`src/rtl/rz_sync_pkg.sv`:
```
// ---------------------------------------------------------------------------
// rz_sync_pkg
// Shared definitions for the request-pacing / pulse-synchronizer slice.
//   pulse_spacer_state_t : state encoding of pulse_spacer (IDLE, GAP, WAIT_ACK)
//   PULSE_SPACER_MIN_GAP : smallest legal spacing, checked at elaboration
//   PULSE_SPACER_MAX_GAP : largest legal spacing (gap counter is 8 bits)
// ---------------------------------------------------------------------------
package rz_sync_pkg;

   typedef enum logic [1:0] {
      IDLE     = 2'd0,
      GAP      = 2'd1,
      WAIT_ACK = 2'd2
   } pulse_spacer_state_t;

   localparam int PULSE_SPACER_MIN_GAP = 2;
   localparam int PULSE_SPACER_MAX_GAP = 255;

endpackage

```
`src/rtl/pulse_spacer.sv`:
```
// ---------------------------------------------------------------------------
// pulse_spacer
// Source-domain pacer placed in front of a toggle-based pulse synchronizer.
// Every high cycle on 'in' is one request; requests are counted and re-issued
// as isolated single-cycle pulses with rising edges at least GAP cycles apart,
// so the far side never sees two events merge.
//
// Parameters:
//   GAP   : minimum cycles between consecutive out rising edges (2..255)
//   CNT_W : width of the pending-request counter (saturates at all-ones)
//
// Ports:
//   clk          : clock
//   reset_n      : asynchronous active-low reset
//   in           : request pulse, one request per high cycle
//   out          : registered single-cycle pulse to the synchronizer
//   pending      : requests accepted but not yet issued
//   busy         : high while not IDLE or while requests are pending
//   overflow     : sticky flag, a request was dropped at saturation
//   clr_overflow : synchronous clear of overflow (a new drop wins)
//   ack          : far-domain receipt pulse, already synchronized
//                  (only with PULSE_SPACER_ACK_EN)
//
// Build option:
//   PULSE_SPACER_ACK_EN : adds the ack port and the WAIT_ACK state so each
//                         issue also waits for the far side's confirmation.
// ---------------------------------------------------------------------------
module pulse_spacer
   // Only specific items are imported: the state literal GAP would otherwise
   // clash with the GAP parameter, so state literals are always package-scoped.
   import rz_sync_pkg::pulse_spacer_state_t;
   import rz_sync_pkg::PULSE_SPACER_MIN_GAP;
   import rz_sync_pkg::PULSE_SPACER_MAX_GAP;
#(
   parameter int GAP   = 8,
   parameter int CNT_W = 8
) (
   input  logic             clk,
   input  logic             reset_n,
   input  logic             in,
   output logic             out,
   output logic [CNT_W-1:0] pending,
   output logic             busy,
   output logic             overflow,
   input  logic             clr_overflow
`ifdef PULSE_SPACER_ACK_EN
   ,
   input  logic             ack
`endif
);

   if (GAP < PULSE_SPACER_MIN_GAP || GAP > PULSE_SPACER_MAX_GAP) begin : g_bad_gap
      $error("pulse_spacer: GAP must be within 2..255");
   end

   localparam logic [7:0]       GAP_RELOAD = 8'(GAP - 1);
   localparam logic [CNT_W-1:0] PEND_MAX   = '1;
   localparam logic [CNT_W-1:0] PEND_ONE   = CNT_W'(1);

   pulse_spacer_state_t state_q, state_d;
   logic [7:0]          gap_cnt_q, gap_cnt_d;
   logic [CNT_W-1:0]    pending_q, pending_d;
   logic                out_q, out_d;
   logic                overflow_q, overflow_d;
   logic                issue;
   logic                drop;
`ifdef PULSE_SPACER_ACK_EN
   logic                ack_seen_q, ack_seen_d;
`endif

   always_comb begin
      state_d    = state_q;
      gap_cnt_d  = gap_cnt_q;
      pending_d  = pending_q;
      overflow_d = overflow_q;
      out_d      = 1'b0;

      issue = (state_q == rz_sync_pkg::IDLE) && ((pending_q != '0) || in);
      // A request can only be lost when it cannot be issued straight away
      // and the counter has no room left.
      drop  = in && !issue && (pending_q == PEND_MAX);

      // Arrival and issue in the same cycle cancel out.
      if (in && !issue && !drop) begin
         pending_d = pending_q + PEND_ONE;
      end else if (issue && !in) begin
         pending_d = pending_q - PEND_ONE;
      end

      if (drop) begin
         overflow_d = 1'b1;
      end else if (clr_overflow) begin
         overflow_d = 1'b0;
      end

      case (state_q)
         rz_sync_pkg::IDLE: begin
            if (issue) begin
               out_d     = 1'b1;
               state_d   = rz_sync_pkg::GAP;
               gap_cnt_d = GAP_RELOAD;
            end
         end
         rz_sync_pkg::GAP: begin
            gap_cnt_d = gap_cnt_q - 8'd1;
            if (gap_cnt_q == 8'd1) begin
`ifdef PULSE_SPACER_ACK_EN
               // An ack that already arrived during the gap lets us skip WAIT_ACK.
               if (ack_seen_q || ack) begin
                  state_d = rz_sync_pkg::IDLE;
               end else begin
                  state_d = rz_sync_pkg::WAIT_ACK;
               end
`else
               state_d = rz_sync_pkg::IDLE;
`endif
            end
         end
`ifdef PULSE_SPACER_ACK_EN
         rz_sync_pkg::WAIT_ACK: begin
            if (ack) begin
               state_d = rz_sync_pkg::IDLE;
            end
         end
`endif
         default: begin
            state_d = rz_sync_pkg::IDLE;
         end
      endcase
   end

`ifdef PULSE_SPACER_ACK_EN
   // ack_seen remembers a confirmation that beats the gap timer; ack while
   // IDLE belongs to no outstanding issue and is ignored.
   always_comb begin
      ack_seen_d = ack_seen_q;
      if (issue) begin
         ack_seen_d = 1'b0;
      end else if (ack && (state_q == rz_sync_pkg::GAP || state_q == rz_sync_pkg::WAIT_ACK)) begin
         ack_seen_d = 1'b1;
      end
   end

   always_ff @(posedge clk or negedge reset_n) begin
      if (!reset_n) begin
         ack_seen_q <= 1'b0;
      end else begin
         ack_seen_q <= ack_seen_d;
      end
   end
`endif

   always_ff @(posedge clk or negedge reset_n) begin
      if (!reset_n) begin
         state_q    <= rz_sync_pkg::IDLE;
         gap_cnt_q  <= 8'd0;
         pending_q  <= '0;
         out_q      <= 1'b0;
         overflow_q <= 1'b0;
      end else begin
         state_q    <= state_d;
         gap_cnt_q  <= gap_cnt_d;
         pending_q  <= pending_d;
         out_q      <= out_d;
         overflow_q <= overflow_d;
      end
   end

   assign out      = out_q;
   assign pending  = pending_q;
   assign overflow = overflow_q;
   assign busy     = (state_q != rz_sync_pkg::IDLE) || (pending_q != '0);

endmodule
```
`config.mk`:
```
export PLATFORM = sky130hd
export DESIGN_NAME = pulse_spacer
export DESIGN_NICKNAME = d
export VERILOG_FILES = /design/src/rtl/rz_sync_pkg.sv /design/src/rtl/pulse_spacer.sv
export SDC_FILE = /design/constraint.sdc
export NUM_CORES = 1
export LEC_CHECK = 0
export CAP_MARGIN = 10
export CORE_ASPECT_RATIO = 0.75
export CORE_MARGIN = 5
export CORE_UTILIZATION = 38
export DETAILED_ROUTE_END_ITERATION = 8
export PLACE_DENSITY = 0.56
export SLEW_MARGIN = 20
export SYNTH_ARGS = -nofsm -noshare
export SYNTH_HDL_FRONTEND = slang
export SYNTH_SLANG_ARGS = --single-unit
```
`constraint.sdc`:
```
create_clock -name clk -period 4.4 [get_ports clk]
set_input_delay 0.88 -clock clk [delete_from_list [all_inputs] [get_ports clk]]
set_output_delay 0.88 -clock clk [all_outputs]
set_load 0.02 [all_outputs]
```
* After elaboration in Yosys (flattened, before gate mapping)
Cells that the tools add are included.
** Storage, ports and cells
- Flip-flop bits (word level) :: 20
- Bits in latches :: 0
- Bits in writable memories :: 0
- ROM bits :: 0
- Memories kept :: 0
** Operators by class
- $add $sub $neg :: 3
- $mul :: 0
- Div/mod/pow operators :: 0
- Order comparisons :: 0
- Eq/ne operators :: 5
- Shift operators :: 0
- Mux-type cells :: 11
- Bitwise operators :: 0
- Reduce and logical (&&, ||, !) cells :: 18
** Operators with widths (count)
- $mux W8 :: 3
- $pmux W8 S2 :: 1
- $sub A8 B1 Y8 const B :: 2
- $add A8 B1 Y8 const B :: 1
- $eq A8 B1 Y1 const B :: 1
- $eq A8 B8 Y1 const B :: 1
- $reduce_bool A2 Y1 :: 4
- $reduce_bool A8 Y1 :: 1
- $logic_and A1 B1 Y1 :: 5
- $mux W1 :: 4
- $mux W2 :: 2
- $ne A2 B2 Y1 const B :: 2
- $pmux W2 S2 :: 1
- $reduce_and A2 Y1 :: 2
- $logic_not A1 Y1 :: 3
- $eq A2 B1 Y1 const B :: 1
- $logic_not A2 Y1 :: 1
- $logic_or A1 B1 Y1 :: 2

* Longest topological paths before layout
Gate-level depths: netlist of the first run.
- Word-level depth :: 9
- Depth in mapped cells :: 9
- Mapped depth without buffers :: 8

* Worst setup path after synthesis of the first run
OpenSTA, ideal clock, no wires.
- Kind :: input-to-reg
- Start point :: input in
- End point :: register pending_q[6], in the netlist pending[6]
- Arrival time :: 2.349 ns
- Slack :: 1.926 ns
- Stages on the path :: 8
- Buffers on the path :: 0
- Cells stage by stage :: nand2_1 -> o21bai_4 -> fa_1 -> a211oi_1 -> o21bai_1 -> a21oi_1 -> xnor2_1 -> mux2_4
** On the way
- Cells in the longest elaborated chain, start to end :: 8
- Elaborated cells between the ends (all ways) :: 11
** RTL lines
- start, declared :: line pulse_spacer.sv:40 : input logic in,
- $logic_or A1 B1 Y1 :: line pulse_spacer.sv:78 : issue = (state_q == rz_sync_pkg::IDLE) && ((pending_q != '0) || in);
- $logic_and A1 B1 Y1 :: line pulse_spacer.sv:78
- $logic_not A1 Y1 :: line pulse_spacer.sv:81, pulse_spacer.sv:84
- $logic_and A1 B1 Y1 :: line pulse_spacer.sv:81, pulse_spacer.sv:84
- $logic_and A1 B1 Y1 :: line pulse_spacer.sv:81 : drop = in && !issue && (pending_q == PEND_MAX);
- $logic_not A1 Y1 :: line pulse_spacer.sv:84 : if (in && !issue && !drop) begin
- $logic_and A1 B1 Y1 :: line pulse_spacer.sv:84
- $mux W8 / $reduce_bool A2 Y1 (equally long branches)
- end signal, assigned :: line pulse_spacer.sv:163 : pending_q <= pending_d;
- end, declared :: line pulse_spacer.sv:62 : logic [CNT_W-1:0] pending_q, pending_d;
Several ways; a longest one is shown, not always the timed one.
A chain may end at the register's enable or synchronous reset.

* Final worst setup path of the first run
- Start point :: input in
- End point :: register pending_q[7], in the netlist pending[7]
The elaborated chain is that of the path after synthesis.

==> results of run 1 <==
-- power by group through the flow --
stage / clock (mW) / combinational, mW / sequential (mW)
floorplan: 0 / 0.377 / 0.385
global placement: 0 / 0.563 / 0.364
detailed placement: 0 / 0.569 / 0.366
CTS: 0.128 / 0.572 / 0.364
global route: 0.136 / 0.630 / 0.381
finish: 0.123 / 0.566 / 0.364
-- worst max-delay path, cell delays in order --
cell and delay (ns):
sky130_fd_sc_hd__clkdlybuf4s50_1 0.57, sky130_fd_sc_hd__nand2_1 0.10, sky130_fd_sc_hd__o21bai_4 0.26, sky130_fd_sc_hd__ha_1 0.37
sky130_fd_sc_hd__o21ai_0 0.28, sky130_fd_sc_hd__o211ai_1 0.16, sky130_fd_sc_hd__nand2_1 0.11, sky130_fd_sc_hd__or3b_1 0.35
sky130_fd_sc_hd__nand4_1 0.10
-- cells by family after synthesis --
family                   after synthesis
buffers and inverters                  5
multiplexers                           7
adder cells (fa/ha/maj)                9
flip-flops                            19
AO/OA/AOI/OAI                         24
AND/OR/NAND/NOR                       36
XOR/XNOR                               8
-- flip-flops by register name (all words and copies together) (netlist names) --
register / cells
gap_cnt_q: 8
pending: 8
out: 1
overflow: 1
state_q: 1
-- placed cells by master (no fill, tap or decap), types with 2 or more instances in the layout --
cell type	instances
sky130_fd_sc_hd__o21ai_0	7
sky130_fd_sc_hd__nor4_1	4
sky130_fd_sc_hd__a21oi_1	6
sky130_fd_sc_hd__a21o_1	2
sky130_fd_sc_hd__xnor2_1	5
sky130_fd_sc_hd__inv_1	3
sky130_fd_sc_hd__nand2_1	8
sky130_fd_sc_hd__o21bai_1	2
sky130_fd_sc_hd__mux2_4	6
sky130_fd_sc_hd__xor2_1	3
sky130_fd_sc_hd__dfrtp_1	19
sky130_fd_sc_hd__clkdlybuf4s50_1	14
sky130_fd_sc_hd__nand4_1	4
sky130_fd_sc_hd__or3_1	3
sky130_fd_sc_hd__ha_1	8
sky130_fd_sc_hd__clkbuf_8	3
sky130_fd_sc_hd__nor2_1	5
sky130_fd_sc_hd__nand3_1	4
-- metal layers --
layer  global-route usage [%]  up-vias  wire length (um)
met5                        0        -                 0
met4                     2.33        0                12
met3                     3.64        2               112
met2                     18.4       16              1010
met1                     19.4      429              1240
li1                         -      437                 -
-- metrics by stage --
step	worst slack (ns)	hold slack [ns]
floorplan	1.93	0.458
CTS	1.40	0.500
global route	1.26	0.518
global placement	1.24	0.484
finish	1.41	0.495
detailed placement	1.14	0.488
-- area by class of cell --
class / instances / area share (%)
Inverter: 4 / 1.08
Multi-Input combinational cell: 84 / 47.8
Sequential cell: 19 / 34.3
Tap cell: 38 / 3.43
Timing Repair Buffer: 14 / 10.1
Clock inverter: 1 / 0.361
Clock buffer: 3 / 2.98
-- final timing paths --
| check | start | end | cells past startpoint |
|---|---|---|---|
| max | in | pending[7]$_DFFE_PN0P_ | 9 |
| min | gap_cnt_q[7]$_DFFE_PN0P_ | gap_cnt_q[7]$_DFFE_PN0P_ | 1 |
| max reg2reg | pending[0]$_DFFE_PN0P_ | pending[7]$_DFFE_PN0P_ | 8 |
| min reg2reg | gap_cnt_q[7]$_DFFE_PN0P_ | gap_cnt_q[7]$_DFFE_PN0P_ | 1 |
| max in group asynchronous | reset_n | pending[4]$_DFFE_PN0P_ | 1 |
| min in group asynchronous | reset_n | gap_cnt_q[4]$_DFFE_PN0P_ | 1 |
==> report_table.html, run 1 <==
<table>
<tr><th>Metric</th><th>Value</th></tr>
<tr><th colspan="2">Drt</th></tr>
<tr><td>Total via count in the routed design</td><td>just under 900</td></tr>
<tr><td>Sum of routed wire length over all layers</td><td>2370 um</td></tr>
<tr><td>Routed length per placed instance</td><td>roughly 15 um</td></tr>
<tr><td>Post-route DRC violation count</td><td>0</td></tr>
<tr><td>Number of detailed-routing iterations run before antenna repair</td><td>4</td></tr>
<tr><td>Post-DRT Antenna Nets</td><td>0</td></tr>
<tr><td>Drt via density</td><td>approximately 5.4</td></tr>
<tr><td>1st-iter DRT viols</td><td>25</td></tr>
<tr><th colspan="2">Pwr</th></tr>
<tr><td>Total power</td><td>around 1.1 mW</td></tr>
<tr><td>Share of total power in sequential cells</td><td>about a third</td></tr>
<tr><td>Cell area power density</td><td>~760 nW/um^2</td></tr>
<tr><td>Switching power of the nets</td><td>approximately 0.43 mW</td></tr>
<tr><td>Portion of total power attributed to the clock network</td><td>a little under an eighth</td></tr>
<tr><td>Sw frac</td><td>around two fifths</td></tr>
<tr><td>Peak supply drop</td><td>around 330 uV</td></tr>
<tr><td>Combinational cell fraction of total power</td><td>between 50% and 60%</td></tr>
<tr><td>Internal portion of total power</td><td>a little over 0.6 mW</td></tr>
<tr><td>Standby leakage power</td><td>approximately 0.59 nW</td></tr>
<tr><th colspan="2">Placed design</th></tr>
<tr><td>Routability Congestion</td><td>~0.87</td></tr>
<tr><td>Total of buffers placed on input and output ports</td><td>14</td></tr>
<tr><td>Placed instance area</td><td>1340 um^2</td></tr>
<tr><td>Dpl cells</td><td>159</td></tr>
<tr><td>HPWL after detailed placement</td><td>1840 um</td></tr>
<tr><th colspan="2">Layout</th></tr>
<tr><td>Final core occ</td><td>between 40% and 50%</td></tr>
<tr><td>Sequential cell area</td><td>~480 um^2</td></tr>
<tr><td>Number of antenna repair diodes</td><td>0</td></tr>
<tr><td>Filler Cell Count</td><td>291</td></tr>
<tr><td>Post-route cell area</td><td>approximately 1400 um^2</td></tr>
<tr><td>Area of the multi-input gates</td><td>between 600 and 700 um^2</td></tr>
<tr><td>Number of nets in the finished design</td><td>between 100 and 150</td></tr>
<tr><td>Share of layout cells above drive strength 1</td><td>14.4%</td></tr>
<tr><td>Post-layout instance count excluding filler cells</td><td>between 150 and 200</td></tr>
<tr><td>Area growth, synth to finish</td><td>19.8%</td></tr>
<tr><th colspan="2">Clock network</th></tr>
<tr><td>Root buffer selected by CTS</td><td>sky130_fd_sc_hd__clkbuf_8</td></tr>
<tr><td>CTS Buffer Depth</td><td>2</td></tr>
<tr><td>Number of levels in the clock H-tree</td><td>1</td></tr>
<tr><td>Clock latency of the later-clocked register in the worst-skew pair</td><td>~0.26 ns</td></tr>
<tr><td>Clock slew at reported path FFs</td><td>0.07 ns</td></tr>
<tr><td>Count of hold buffers inserted by post-cts repair</td><td>0</td></tr>
<tr><td>Buffer count from post-CTS setup fixing</td><td>0</td></tr>
<tr><td>Number of gates given a new drive strength after cts</td><td>0</td></tr>
<tr><td>TritonCTS clock tree</td><td>done</td></tr>
<tr><td>Clock tree sinks</td><td>19</td></tr>
<tr><td>Total clock buffers created by CTS</td><td>3</td></tr>
<tr><th colspan="2">Setup path</th></tr>
<tr><td>Crit Path Max Fanout</td><td>10</td></tr>
<tr><td>CP Data Arrival Time</td><td>about 3.2 ns</td></tr>
<tr><td>Critical path data required time</td><td>4.59 ns</td></tr>
<tr><td>Startpoint type of the worst setup path</td><td>primary input</td></tr>
<tr><td>Worst setup path class</td><td>primary input to register</td></tr>
<tr><td>Type of element capturing the critical path</td><td>register</td></tr>
<tr><td>FF-to-FF setup slack</td><td>between 1.5 and 2 ns</td></tr>
<tr><th colspan="2">Synth</th></tr>
<tr><td>Total of warnings raised by yosys</td><td>0</td></tr>
<tr><td>Avg Cell Area, Syn</td><td>approximately 11 um^2</td></tr>
<tr><td>Post-Syn Nets</td><td>between 100 and 150</td></tr>
<tr><td>Fraction of the mapped netlist area in adder cells</td><td>between 10 and 15%</td></tr>
<tr><td>Most area-consuming cells after synthesis</td><td>sky130_fd_sc_hd__dfrtp_1, sky130_fd_sc_hd__ha_1, sky130_fd_sc_hd__mux2_4</td></tr>
<tr><td>Post-synthesis async set-or-reset flop share</td><td>between 90% and 100%</td></tr>
<tr><td>Fraction of synthesized cell area in xor and xnor cells</td><td>a little over 6%</td></tr>
<tr><td>Dominant combinational cell family by area after synthesis</td><td>simple AND/OR/NAND/NOR gates</td></tr>
<tr><td>Post-synth EDFFs</td><td>0</td></tr>
<tr><td>Post-Synth Simple-Gate Area</td><td>17.7%</td></tr>
<tr><td>Post-synthesis instance area</td><td>about 1200 um^2</td></tr>
<tr><td>Primary flip-flop cell chosen by synthesis mapping</td><td>sky130_fd_sc_hd__dfrtp_1</td></tr>
<tr><td>Cell type contributing the most total cell area after synthesis</td><td>sky130_fd_sc_hd__dfrtp_1</td></tr>
<tr><td>Count of cell types in the netlist</td><td>35</td></tr>
<tr><td>Proportion of synthesized area in mux cells</td><td>8.64%</td></tr>
<tr><td>Syn Inst Count</td><td>between 100 and 150</td></tr>
<tr><td>Count leader, synth</td><td>sky130_fd_sc_hd__dfrtp_1</td></tr>
<tr><td>Number of flip-flops and latches in the synthesized netlist</td><td>19</td></tr>
<tr><td>Top-area cell type share of the netlist area</td><td>approximately two fifths</td></tr>
<tr><td>Post-synthesis sequential area ratio</td><td>about two fifths</td></tr>
<tr><td>Share of the synthesized area in compound gates (AO/OA/AOI/OAI)</td><td>about 14%</td></tr>
<tr><td>Leading post-synthesis cells by instance count</td><td>sky130_fd_sc_hd__dfrtp_1, sky130_fd_sc_hd__ha_1, sky130_fd_sc_hd__nand2_1</td></tr>
<tr><th colspan="2">Global route</th></tr>
<tr><td>Largest net degree at the start of global routing</td><td>20</td></tr>
<tr><td>Vias in the first global route</td><td>just under 900</td></tr>
<tr><td>Number of antenna violations at the first check in global routing</td><td>0</td></tr>
<tr><td>First-pass GRT wire length</td><td>between 4000 and 5000 um</td></tr>
<tr><td>GRT Total Usage</td><td>around 13%</td></tr>
<tr><td>Residual overflow from global routing</td><td>0</td></tr>
<tr><th colspan="2">STA</th></tr>
<tr><td>Final setup fails</td><td>0</td></tr>
<tr><td>Headroom to the max-slew limit</td><td>42.3%</td></tr>
<tr><td>Worst Tran Pin Value</td><td>~0.86 ns</td></tr>
<tr><td>Portion of the clock cycle consumed by the worst path in the final layout</td><td>between 60% and 70%</td></tr>
<tr><td>Max Slew Vio Count</td><td>0</td></tr>
<tr><td>Sum Neg Setup Slack</td><td>0 ns</td></tr>
<tr><td>Final setup skew</td><td>about 0.0026 ns</td></tr>
<tr><td>Minimum period implied by the final worst setup slack</td><td>between 2 and 3 ns</td></tr>
<tr><td>Maximum operating frequency</td><td>approximately 330 MHz</td></tr>
<tr><td>Total count of hold-check failures in the final report</td><td>0</td></tr>
<tr><td>RSZ-0062 raised after global routing</td><td>no</td></tr>
<tr><th colspan="2">Flow run</th></tr>
<tr><td>Number of violations of the max-capacitance limit</td><td>0</td></tr>
<tr><th colspan="2">Outcome</th></tr>
<tr><td>Outcome</td><td>completed</td></tr>
<tr><th colspan="2">Floorplanning</th></tr>
<tr><td>Initial Utilization</td><td>~39%</td></tr>
<tr><td>Total I/O pin count</td><td>15</td></tr>
<tr><td>Overall die area</td><td>approximately 4300 um^2</td></tr>
<tr><td>Core area</td><td>roughly 3000 um^2</td></tr>
<tr><td>Row count</td><td>17</td></tr>
<tr><td>Die Y</td><td>about 58 um</td></tr>
<tr><td>Width of the chip</td><td>roughly 74 um</td></tr>
<tr><th colspan="2">Min path</th></tr>
<tr><td>Worst min path class</td><td>register to register</td></tr>
</table>
Power figures use the tool's default switching activity.
==> inputs of run 2 (changes only) <==
Clock period 4.4 ns to 3.1 ns, I/O delays scaled along.
==> run 2 against run 1 <==
  * Critical path depth shrank 5
  * Clock power is 42% higher
  * Combinational power up 42%
  * Wire length decreased by 1.2%
  * Clock skew decreased by 0.00062 ns
  * Design area increased by 0.54%
  * Sequential cell count stayed put
  * Non-clock buffer count is 1 higher
  * Total power rose by 42%
  * Die area unchanged
  * Global-route usage down 0.53 points
  * Worst hold slack better by 0.0068 ns
  * Critical path type is now register to output pin
  * Largest cell class unchanged
==> report_table.html, run 2 (synthesis gave the netlist of run 1 again) <==
<table>
<tr><th>Metric</th><th>Value</th></tr>
<tr><th colspan="2">Outcome</th></tr>
<tr><td>Outcome</td><td>completed (unchanged)</td></tr>
<tr><th colspan="2">Pwr</th></tr>
<tr><td>Standby leakage power</td><td>0.591 nW (was 0.586 nW)</td></tr>
<tr><td>Combinational cell fraction of total power</td><td>53.7% (was 53.8%)</td></tr>
<tr><td>Cell area power density</td><td>1070 nW/um^2 (was 759 nW/um^2)</td></tr>
<tr><td>Portion of total power attributed to the clock network</td><td>11.7% (about the same)</td></tr>
<tr><td>Switching power of the nets</td><td>0.619 mW (was 0.434 mW)</td></tr>
<tr><td>Sw frac</td><td>41.3% (was 41.2%)</td></tr>
<tr><td>Share of total power in sequential cells</td><td>34.6% (was 34.5%)</td></tr>
<tr><td>Internal portion of total power</td><td>0.879 mW (was 0.619 mW)</td></tr>
<tr><td>Total power</td><td>1.50 mW (was 1.05 mW)</td></tr>
<tr><td>Peak supply drop</td><td>434 uV (was 326 uV)</td></tr>
<tr><th colspan="2">Clock network</th></tr>
<tr><td>Total clock buffers created by CTS</td><td>3 (unchanged)</td></tr>
<tr><td>Number of levels in the clock H-tree</td><td>1 (unchanged)</td></tr>
<tr><td>TritonCTS clock tree</td><td>done (unchanged)</td></tr>
<tr><td>Clock tree sinks</td><td>19 (unchanged)</td></tr>
<tr><td>Clock slew at reported path FFs</td><td>0.07 ns (about the same)</td></tr>
<tr><td>Number of gates given a new drive strength after cts</td><td>0 (unchanged)</td></tr>
<tr><td>Buffer count from post-CTS setup fixing</td><td>0 (unchanged)</td></tr>
<tr><td>Root buffer selected by CTS</td><td>sky130_fd_sc_hd__clkbuf_8 (unchanged)</td></tr>
<tr><td>Clock latency of the later-clocked register in the worst-skew pair</td><td>0.26 ns (about the same)</td></tr>
<tr><td>CTS Buffer Depth</td><td>2 (unchanged)</td></tr>
<tr><td>Count of hold buffers inserted by post-cts repair</td><td>0 (unchanged)</td></tr>
<tr><th colspan="2">Min path</th></tr>
<tr><td>Worst Hold Depth</td><td>1 (unchanged)</td></tr>
<tr><td>Worst min path class</td><td>register to register (unchanged)</td></tr>
<tr><td>Capture endpoint of the worst hold path</td><td>gap_cnt_q[7]$_DFFE_PN0P_ (unchanged)</td></tr>
<tr><td>Hold path startpoint</td><td>gap_cnt_q[7]$_DFFE_PN0P_ (unchanged)</td></tr>
<tr><th colspan="2">Setup path</th></tr>
<tr><td>CP Data Arrival Time</td><td>2.09 ns (was 3.18 ns)</td></tr>
<tr><td>Reg2reg path depth</td><td>8 (unchanged)</td></tr>
<tr><td>WP buf/inv</td><td>1 (unchanged)</td></tr>
<tr><td>Top delay family on crit path</td><td>simple AND/OR/NAND/NOR gates (was compound AO/OA/AOI/OAI gates)</td></tr>
<tr><td>Critical path data required time</td><td>2.48 ns (was 4.59 ns)</td></tr>
<tr><td>Delay of the slowest cell on the worst path</td><td>0.54 ns (was 0.57 ns)</td></tr>
<tr><td>Endpoint of the most critical register-to-register path</td><td>pending[7]$_DFFE_PN0P_ (unchanged)</td></tr>
<tr><td>FF-to-FF setup slack</td><td>0.63 ns (was 1.88 ns)</td></tr>
<tr><td>Worst-path cell with the longest stage delay</td><td>sky130_fd_sc_hd__clkdlybuf4s50_1 (unchanged)</td></tr>
<tr><td>Origin of the critical flop-to-flop path</td><td>pending[0]$_DFFE_PN0P_ (unchanged)</td></tr>
<tr><td>Crit Path Max Fanout</td><td>7 (was 10)</td></tr>
<tr><td>Critical Path Source</td><td>pending[7]$_DFFE_PN0P_ (was in)</td></tr>
<tr><td>Type of element capturing the critical path</td><td>output pin (was register)</td></tr>
<tr><td>Startpoint type of the worst setup path</td><td>register (was primary input)</td></tr>
<tr><td>Cell breakdown of the critical path</td><td>nor4_1 &gt; nand2_1 &gt; or2_2 &gt; clkdlybuf4s50_1 (was clkdlybuf4s50_1 &gt; nand2_1 &gt; o21bai_4 &gt; ha_1 &gt; o21ai_0 &gt; o211ai_1 &gt; nand2_1 &gt; or3b_1 &gt; nand4_1)</td></tr>
<tr><td>Worst setup path class</td><td>register to output pin (was primary input to register)</td></tr>
<tr><th colspan="2">Drt</th></tr>
<tr><td>Number of detailed-routing iterations run before antenna repair</td><td>4 (unchanged)</td></tr>
<tr><td>Drt via density</td><td>5.34 (was 5.42)</td></tr>
<tr><td>Total via count in the routed design</td><td>876 (was 884)</td></tr>
<tr><td>Routed length per placed instance</td><td>14.3 um (was 14.6 um)</td></tr>
<tr><td>Post-route DRC violation count</td><td>0 (unchanged)</td></tr>
<tr><td>Sum of routed wire length over all layers</td><td>2350 um (was 2370 um)</td></tr>
<tr><td>1st-iter DRT viols</td><td>23 (was 25)</td></tr>
<tr><td>Post-DRT Antenna Nets</td><td>0 (unchanged)</td></tr>
<tr><th colspan="2">STA</th></tr>
<tr><td>Total count of hold-check failures in the final report</td><td>0 (unchanged)</td></tr>
<tr><td>Sum Neg Setup Slack</td><td>0 ns (unchanged)</td></tr>
<tr><td>Portion of the clock cycle consumed by the worst path in the final layout</td><td>between 80 and 90%</td></tr>
<tr><td>Maximum operating frequency</td><td>369 MHz</td></tr>
<tr><td>Worst hold slack across all endpoints</td><td>0.501 ns (was 0.495 ns)</td></tr>
<tr><td>Minimum period implied by the final worst setup slack</td><td>about 2.7 ns</td></tr>
<tr><td>Headroom to the max-slew limit</td><td>41.1% (was 42.3%)</td></tr>
<tr><td>RSZ-0062 raised after global routing</td><td>no (unchanged)</td></tr>
<tr><td>Max Slew Vio Count</td><td>0 (unchanged)</td></tr>
<tr><td>Worst Tran Pin Value</td><td>0.880 ns (was 0.862 ns)</td></tr>
<tr><td>Final setup fails</td><td>0 (unchanged)</td></tr>
<tr><td>Final setup skew</td><td>0.00198 ns (was 0.00260 ns)</td></tr>
<tr><th colspan="2">Global route</th></tr>
<tr><td>Number of antenna violations at the first check in global routing</td><td>0 (unchanged)</td></tr>
<tr><td>Vias in the first global route</td><td>868 (was 878)</td></tr>
<tr><td>First-pass GRT wire length</td><td>4120 um (was 4290 um)</td></tr>
<tr><td>GRT Total Usage</td><td>12.4% (was 12.9%)</td></tr>
<tr><td>Largest net degree at the start of global routing</td><td>20 (unchanged)</td></tr>
<tr><td>Residual overflow from global routing</td><td>0 (unchanged)</td></tr>
<tr><th colspan="2">Floorplanning</th></tr>
<tr><td>Initial Utilization</td><td>39.5% (unchanged)</td></tr>
<tr><td>Total I/O pin count</td><td>15 (unchanged)</td></tr>
<tr><td>Row count</td><td>17 (unchanged)</td></tr>
<tr><td>Overall die area</td><td>4260 um^2 (unchanged)</td></tr>
<tr><td>Die Y</td><td>57.8 um (unchanged)</td></tr>
<tr><td>Width of the chip</td><td>73.8 um (unchanged)</td></tr>
<tr><td>Core area</td><td>2940 um^2 (unchanged)</td></tr>
<tr><th colspan="2">Layout</th></tr>
<tr><td>Area growth, synth to finish</td><td>20.4% (was 19.8%)</td></tr>
<tr><td>Share of layout cells above drive strength 1</td><td>15.1% (was 14.4%)</td></tr>
<tr><td>Number of nets in the finished design</td><td>140 (was 139)</td></tr>
<tr><td>Filler Cell Count</td><td>275 (was 291)</td></tr>
<tr><td>Commonest cells after routing, fill and taps aside</td><td>sky130_fd_sc_hd__dfrtp_1, sky130_fd_sc_hd__clkdlybuf4s50_1, sky130_fd_sc_hd__nand2_1, sky130_fd_sc_hd__ha_1, sky130_fd_sc_hd__o21ai_0 (unchanged)</td></tr>
<tr><td>Most common library cell in the layout ignoring fill and taps</td><td>sky130_fd_sc_hd__dfrtp_1 (unchanged)</td></tr>
<tr><td>Number of antenna repair diodes</td><td>0 (unchanged)</td></tr>
<tr><th colspan="2">Placed design</th></tr>
<tr><td>Total of buffers placed on input and output ports</td><td>14 (unchanged)</td></tr>
<tr><td>HPWL after detailed placement</td><td>1820 um (was 1840 um)</td></tr>
<tr><td>Routability Congestion</td><td>0.876 (was 0.865)</td></tr>
<tr><th colspan="2">Flow run</th></tr>
<tr><td>Number of violations of the max-capacitance limit</td><td>0 (unchanged)</td></tr>
</table>
## run 2: worst max-delay path by stage
stage	slack [ns]	to	cells after the start
2_1_floorplan	0.79	pending[6]$_DFFE_PN0P_	8
3_3_place_gp	0.30	pending[6]$_DFFE_PN0P_	9
3_5_place_dp	0.23	pending[6]$_DFFE_PN0P_	9
4_1_cts	0.36	busy	4
5_1_grt	0.29	busy	4
6_report	0.39	busy	4
## run 2: power groups by stage
stage	clock network (mW)	logic [mW]	registers, mW
after floorplan	0	0.535	0.546
after global placement	0	0.800	0.517
after detailed placement	0	0.807	0.520
after CTS	0.183	0.812	0.516
after global routing	0.192	0.891	0.540
final	0.175	0.805	0.518
## run 2: metal layers
metal / routed length, um / GRT usage (%) / vias to the layer above
met5: 0 / 0 / -
met4: 12 / 3.10 / 0
met3: 121 / 4.85 / 2
met2: 1020 / 18.1 / 17
met1: 1190 / 17.1 / 419
li1: - / - / 438
## run 2: through the flow
| step | std cells | cell area [um^2] | setup WS, ns | util, % |
|---|---|---|---|---|
| 6_report | 164 | 1400 | 0.387 | 47.5 |
| 5_1_grt | 164 | 1400 | 0.288 | 47.5 |
| 4_1_cts | 164 | 1400 | 0.360 | 47.5 |
| 3_5_place_dp | 160 | 1350 | 0.234 | 46.0 |
| 3_3_place_gp | 160 | 1350 | 0.300 | 46.0 |
| 2_1_floorplan | 108 | 1160 | 0.791 | - |
## run 2: area by class of cell
cell class                 instances  area (um^2)  share of cell area, %
clock inverter                     1         5.00                  0.359
tap                               38         47.5                   3.41
inverter                           4         15.0                   1.08
clock buffer                       3         41.3                   2.96
sequential                        19          475                   34.1
timing repair buffer              15          148                   10.6
multi-input combinational         84          663                   47.5
## run 2: worst reg2reg max path: stages, from the launching register on
cell and delay (ns):
sky130_fd_sc_hd__dfrtp_1 0.52, sky130_fd_sc_hd__nand4_1 0.22, sky130_fd_sc_hd__o21bai_4 0.34, sky130_fd_sc_hd__ha_1 0.36, sky130_fd_sc_hd__o21ai_0 0.28, sky130_fd_sc_hd__o211ai_1 0.16
sky130_fd_sc_hd__nand2_1 0.11, sky130_fd_sc_hd__or3b_1 0.35, sky130_fd_sc_hd__nand4_1 0.09
==> inputs of run 3 (changes only) <==
Settings changed: SETUP_SLACK_MARGIN from default to 0.3.
Clock period 3.1 ns to 3.35 ns, I/O delays scaled along.
==> run 3 against run 2 <==
  * Worst setup slack gained 0.17 ns
  * Wire length shrank 0.64%
  * Register-to-register slack gained 0.18 ns
  * Core utilization shrank 0.26 points
  * Largest cell class unchanged
  * Sequential power shrank 8.1%
  * Total power shrank 7.8%
  * Clock power shrank 7%
==> report_table.html, run 3 (synthesis gave the netlist of run 1 again) <==
<table>
<tr><th>Metric</th><th>Value</th></tr>
<tr><th colspan="2">Setup path</th></tr>
<tr><td>Crit Path Max Fanout</td><td>10 (was 7)</td></tr>
<tr><td>Worst setup path class</td><td>primary input to register (was register to output pin)</td></tr>
<tr><td>CP Data Arrival Time</td><td>2.98 ns (was 2.09 ns)</td></tr>
<tr><td>FF-to-FF setup slack</td><td>0.81 ns (was 0.63 ns)</td></tr>
<tr><td>Reg2reg path depth</td><td>8 (unchanged)</td></tr>
<tr><td>Cell breakdown of the critical path</td><td>clkdlybuf4s50_1 &gt; nand2_1 &gt; o21bai_4 &gt; ha_1 &gt; a211oi_2 &gt; o211ai_1 &gt; nand2_1 &gt; or3b_1 &gt; nand4_1 (was nor4_1 &gt; nand2_1 &gt; or2_2 &gt; clkdlybuf4s50_1)</td></tr>
<tr><td>Crit. path cell count</td><td>9 (was 4)</td></tr>
<tr><td>Most prevalent standard cell on the critical path</td><td>sky130_fd_sc_hd__nand2_1</td></tr>
<tr><td>Worst-path cell with the longest stage delay</td><td>sky130_fd_sc_hd__clkdlybuf4s50_1 (unchanged)</td></tr>
<tr><td>Type of element capturing the critical path</td><td>register (was output pin)</td></tr>
<tr><td>Startpoint type of the worst setup path</td><td>primary input (was register)</td></tr>
<tr><td>Critical path data required time</td><td>3.54 ns (was 2.48 ns)</td></tr>
<tr><td>Delay of the slowest cell on the worst path</td><td>0.57 ns (was 0.54 ns)</td></tr>
<tr><td>Origin of the critical flop-to-flop path</td><td>pending[0]$_DFFE_PN0P_ (unchanged)</td></tr>
<tr><td>WP buf/inv</td><td>1 (unchanged)</td></tr>
<tr><td>Top delay family on crit path</td><td>compound AO/OA/AOI/OAI gates (was simple AND/OR/NAND/NOR gates)</td></tr>
<tr><td>Endpoint of the most critical register-to-register path</td><td>pending[7]$_DFFE_PN0P_ (unchanged)</td></tr>
<tr><th colspan="2">Clock network</th></tr>
<tr><td>Count of hold buffers inserted by post-cts repair</td><td>0 (unchanged)</td></tr>
<tr><td>Clock slew at reported path FFs</td><td>0.07 ns (about the same)</td></tr>
<tr><td>Number of gates given a new drive strength after cts</td><td>0 (unchanged)</td></tr>
<tr><td>Number of levels in the clock H-tree</td><td>1 (unchanged)</td></tr>
<tr><td>Total clock buffers created by CTS</td><td>3 (unchanged)</td></tr>
<tr><td>TritonCTS clock tree</td><td>done (unchanged)</td></tr>
<tr><td>Clock latency of the later-clocked register in the worst-skew pair</td><td>0.26 ns (about the same)</td></tr>
<tr><td>CTS Buffer Depth</td><td>2 (unchanged)</td></tr>
<tr><td>Buffer count from post-CTS setup fixing</td><td>0 (unchanged)</td></tr>
<tr><td>Root buffer selected by CTS</td><td>sky130_fd_sc_hd__clkbuf_8 (unchanged)</td></tr>
<tr><td>Clock tree sinks</td><td>19 (unchanged)</td></tr>
<tr><th colspan="2">Drt</th></tr>
<tr><td>Total via count in the routed design</td><td>859 (was 876)</td></tr>
<tr><td>Post-DRT Antenna Nets</td><td>0 (unchanged)</td></tr>
<tr><td>Routed length per placed instance</td><td>14.3 um (about the same)</td></tr>
<tr><td>Post-route DRC violation count</td><td>0 (unchanged)</td></tr>
<tr><td>Sum of routed wire length over all layers</td><td>2330 um (was 2350 um)</td></tr>
<tr><td>1st-iter DRT viols</td><td>17 (was 23)</td></tr>
<tr><td>Number of detailed-routing iterations run before antenna repair</td><td>4 (unchanged)</td></tr>
<tr><td>Drt via density</td><td>5.27 (was 5.34)</td></tr>
<tr><th colspan="2">Pwr</th></tr>
<tr><td>Peak supply drop</td><td>427 uV (was 434 uV)</td></tr>
<tr><td>Cell area power density</td><td>995 nW/um^2 (was 1070 nW/um^2)</td></tr>
<tr><td>Standby leakage power</td><td>0.586 nW (was 0.591 nW)</td></tr>
<tr><th colspan="2">Floorplanning</th></tr>
<tr><td>Initial Utilization</td><td>39.5% (unchanged)</td></tr>
<tr><td>Row count</td><td>17 (unchanged)</td></tr>
<tr><td>Overall die area</td><td>4260 um^2 (unchanged)</td></tr>
<tr><td>Width of the chip</td><td>73.8 um (unchanged)</td></tr>
<tr><td>Die Y</td><td>57.8 um (unchanged)</td></tr>
<tr><td>Core area</td><td>2940 um^2 (unchanged)</td></tr>
<tr><td>Total I/O pin count</td><td>15 (unchanged)</td></tr>
<tr><th colspan="2">Global route</th></tr>
<tr><td>Largest net degree at the start of global routing</td><td>20 (unchanged)</td></tr>
<tr><td>Number of antenna violations at the first check in global routing</td><td>0 (unchanged)</td></tr>
<tr><td>Vias in the first global route</td><td>868 (unchanged)</td></tr>
<tr><td>GRT Total Usage</td><td>12.5% (was 12.4%)</td></tr>
<tr><td>Residual overflow from global routing</td><td>0 (unchanged)</td></tr>
<tr><td>First-pass GRT wire length</td><td>4140 um (was 4120 um)</td></tr>
<tr><th colspan="2">Placed design</th></tr>
<tr><td>HPWL after detailed placement</td><td>1820 um (unchanged)</td></tr>
<tr><td>Dpl cells</td><td>159 (was 160)</td></tr>
<tr><td>Routability Congestion</td><td>0.865 (was 0.876)</td></tr>
<tr><td>Total of buffers placed on input and output ports</td><td>14 (unchanged)</td></tr>
<tr><th colspan="2">Layout</th></tr>
<tr><td>Share of layout cells above drive strength 1</td><td>14.4% (was 15.1%)</td></tr>
<tr><td>Area growth, synth to finish</td><td>19.8% (was 20.4%)</td></tr>
<tr><td>Number of nets in the finished design</td><td>139 (was 140)</td></tr>
<tr><td>Filler Cell Count</td><td>281 (was 275)</td></tr>
<tr><td>Commonest cells after routing, fill and taps aside</td><td>sky130_fd_sc_hd__dfrtp_1, sky130_fd_sc_hd__clkdlybuf4s50_1, sky130_fd_sc_hd__nand2_1, sky130_fd_sc_hd__ha_1, sky130_fd_sc_hd__o21ai_0 (unchanged)</td></tr>
<tr><td>Most common library cell in the layout ignoring fill and taps</td><td>sky130_fd_sc_hd__dfrtp_1 (unchanged)</td></tr>
<tr><td>Post-layout instance count excluding filler cells</td><td>163 (was 164)</td></tr>
<tr><td>Number of antenna repair diodes</td><td>0 (unchanged)</td></tr>
<tr><th colspan="2">Min path</th></tr>
<tr><td>Capture endpoint of the worst hold path</td><td>gap_cnt_q[7]$_DFFE_PN0P_ (unchanged)</td></tr>
<tr><td>Worst min path class</td><td>register to register (unchanged)</td></tr>
<tr><td>Worst Hold Depth</td><td>1 (unchanged)</td></tr>
<tr><td>Hold path startpoint</td><td>gap_cnt_q[7]$_DFFE_PN0P_ (unchanged)</td></tr>
<tr><th colspan="2">STA</th></tr>
<tr><td>Total count of hold-check failures in the final report</td><td>0 (unchanged)</td></tr>
<tr><td>Max Slew Vio Count</td><td>0 (unchanged)</td></tr>
<tr><td>Portion of the clock cycle consumed by the worst path in the final layout</td><td>~83%</td></tr>
<tr><td>Worst Tran Pin Value</td><td>0.850 ns (was 0.880 ns)</td></tr>
<tr><td>Final setup skew</td><td>0.00413 ns (was 0.00198 ns)</td></tr>
<tr><td>Final setup fails</td><td>0 (unchanged)</td></tr>
<tr><td>Sum Neg Setup Slack</td><td>0 ns (unchanged)</td></tr>
<tr><td>Maximum operating frequency</td><td>359 MHz</td></tr>
<tr><td>Minimum period implied by the final worst setup slack</td><td>between 2 and 3 ns</td></tr>
<tr><td>Headroom to the max-slew limit</td><td>43.1% (was 41.1%)</td></tr>
<tr><td>RSZ-0062 raised after global routing</td><td>no (unchanged)</td></tr>
<tr><th colspan="2">Flow run</th></tr>
<tr><td>Number of violations of the max-capacitance limit</td><td>0 (unchanged)</td></tr>
<tr><th colspan="2">Outcome</th></tr>
<tr><td>Outcome</td><td>completed (unchanged)</td></tr>
</table>
[run 3: cell types whose count changed in the layout (fill, tap and decap cells not counted)]
cell | before | now
sky130_fd_sc_hd__buf_4 | 1 | 0
[run 3: final cells by class]
class,instances,area [um^2],share of cell area [%]
multi-input combinational,84,663,47.8
clock buffer,3,41.3,2.98
tap,38,47.5,3.43
sequential,19,475,34.3
clock inverter,1,5.00,0.361
inverter,4,15.0,1.08
timing repair buffer,14,140,10.1
[run 3: where the power goes]
| group | leakage [nW] | switching [mW] | internal [mW] | total (mW) |
|---|---|---|---|---|
| registers | 0.226 | 0.140 | 0.335 | 0.476 |
| clock network | 0.0255 | 0.0790 | 0.0827 | 0.162 |
| logic | 0.335 | 0.349 | 0.395 | 0.744 |
| total | 0.586 | 0.568 | 0.813 | 1.38 |
[run 3: metal layers]
layer | up-vias | global-route usage, % | part of all wire (%)
li1 | 432 | - | -
met1 | 411 | 17.9 | 52
met2 | 14 | 18.4 | 43
met3 | 2 | 3.64 | 4.3
met4 | 0 | 3.10 | 0.52
met5 | - | 0 | 0
[run 3: worst max path at each step]
stage                                      start                endpoint
after floorplan           pending[0]$_DFFE_PN0P_  pending[6]$_DFFE_PN0P_
after global placement                        in  pending[6]$_DFFE_PN0P_
after detailed placement                      in  pending[6]$_DFFE_PN0P_
after CTS                                     in  pending[6]$_DFFE_PN0P_
after global routing                          in  pending[7]$_DFFE_PN0P_
final                                         in  pending[7]$_DFFE_PN0P_
[run 3: stage by stage]
stage / total power [mW] / setup slack, ns / cell area, um^2 / hold slack (ns) / util, %
6_report: 1.38 / 0.561 / 1390 / 0.494 / 47.3
3_5_place_dp: 1.23 / 0.303 / 1340 / 0.488 / 45.7
2_1_floorplan: 1.00 / 1.04 / 1160 / 0.374 / -
4_1_cts: 1.40 / 0.568 / 1390 / 0.499 / 47.3
5_1_grt: 1.50 / 0.430 / 1390 / 0.516 / 47.3
3_3_place_gp: 1.22 / 0.396 / 1340 / 0.484 / 45.7
[run 3: worst register-to-register path: stages (launching register included)]
cell                       delay, ns
sky130_fd_sc_hd__dfrtp_1        0.54
sky130_fd_sc_hd__nand4_1        0.23
sky130_fd_sc_hd__o21bai_4       0.35
sky130_fd_sc_hd__ha_1           0.33
sky130_fd_sc_hd__a211oi_2       0.31
sky130_fd_sc_hd__o211ai_1       0.17
sky130_fd_sc_hd__nand2_1        0.11
sky130_fd_sc_hd__or3b_1         0.35
sky130_fd_sc_hd__nand4_1        0.10
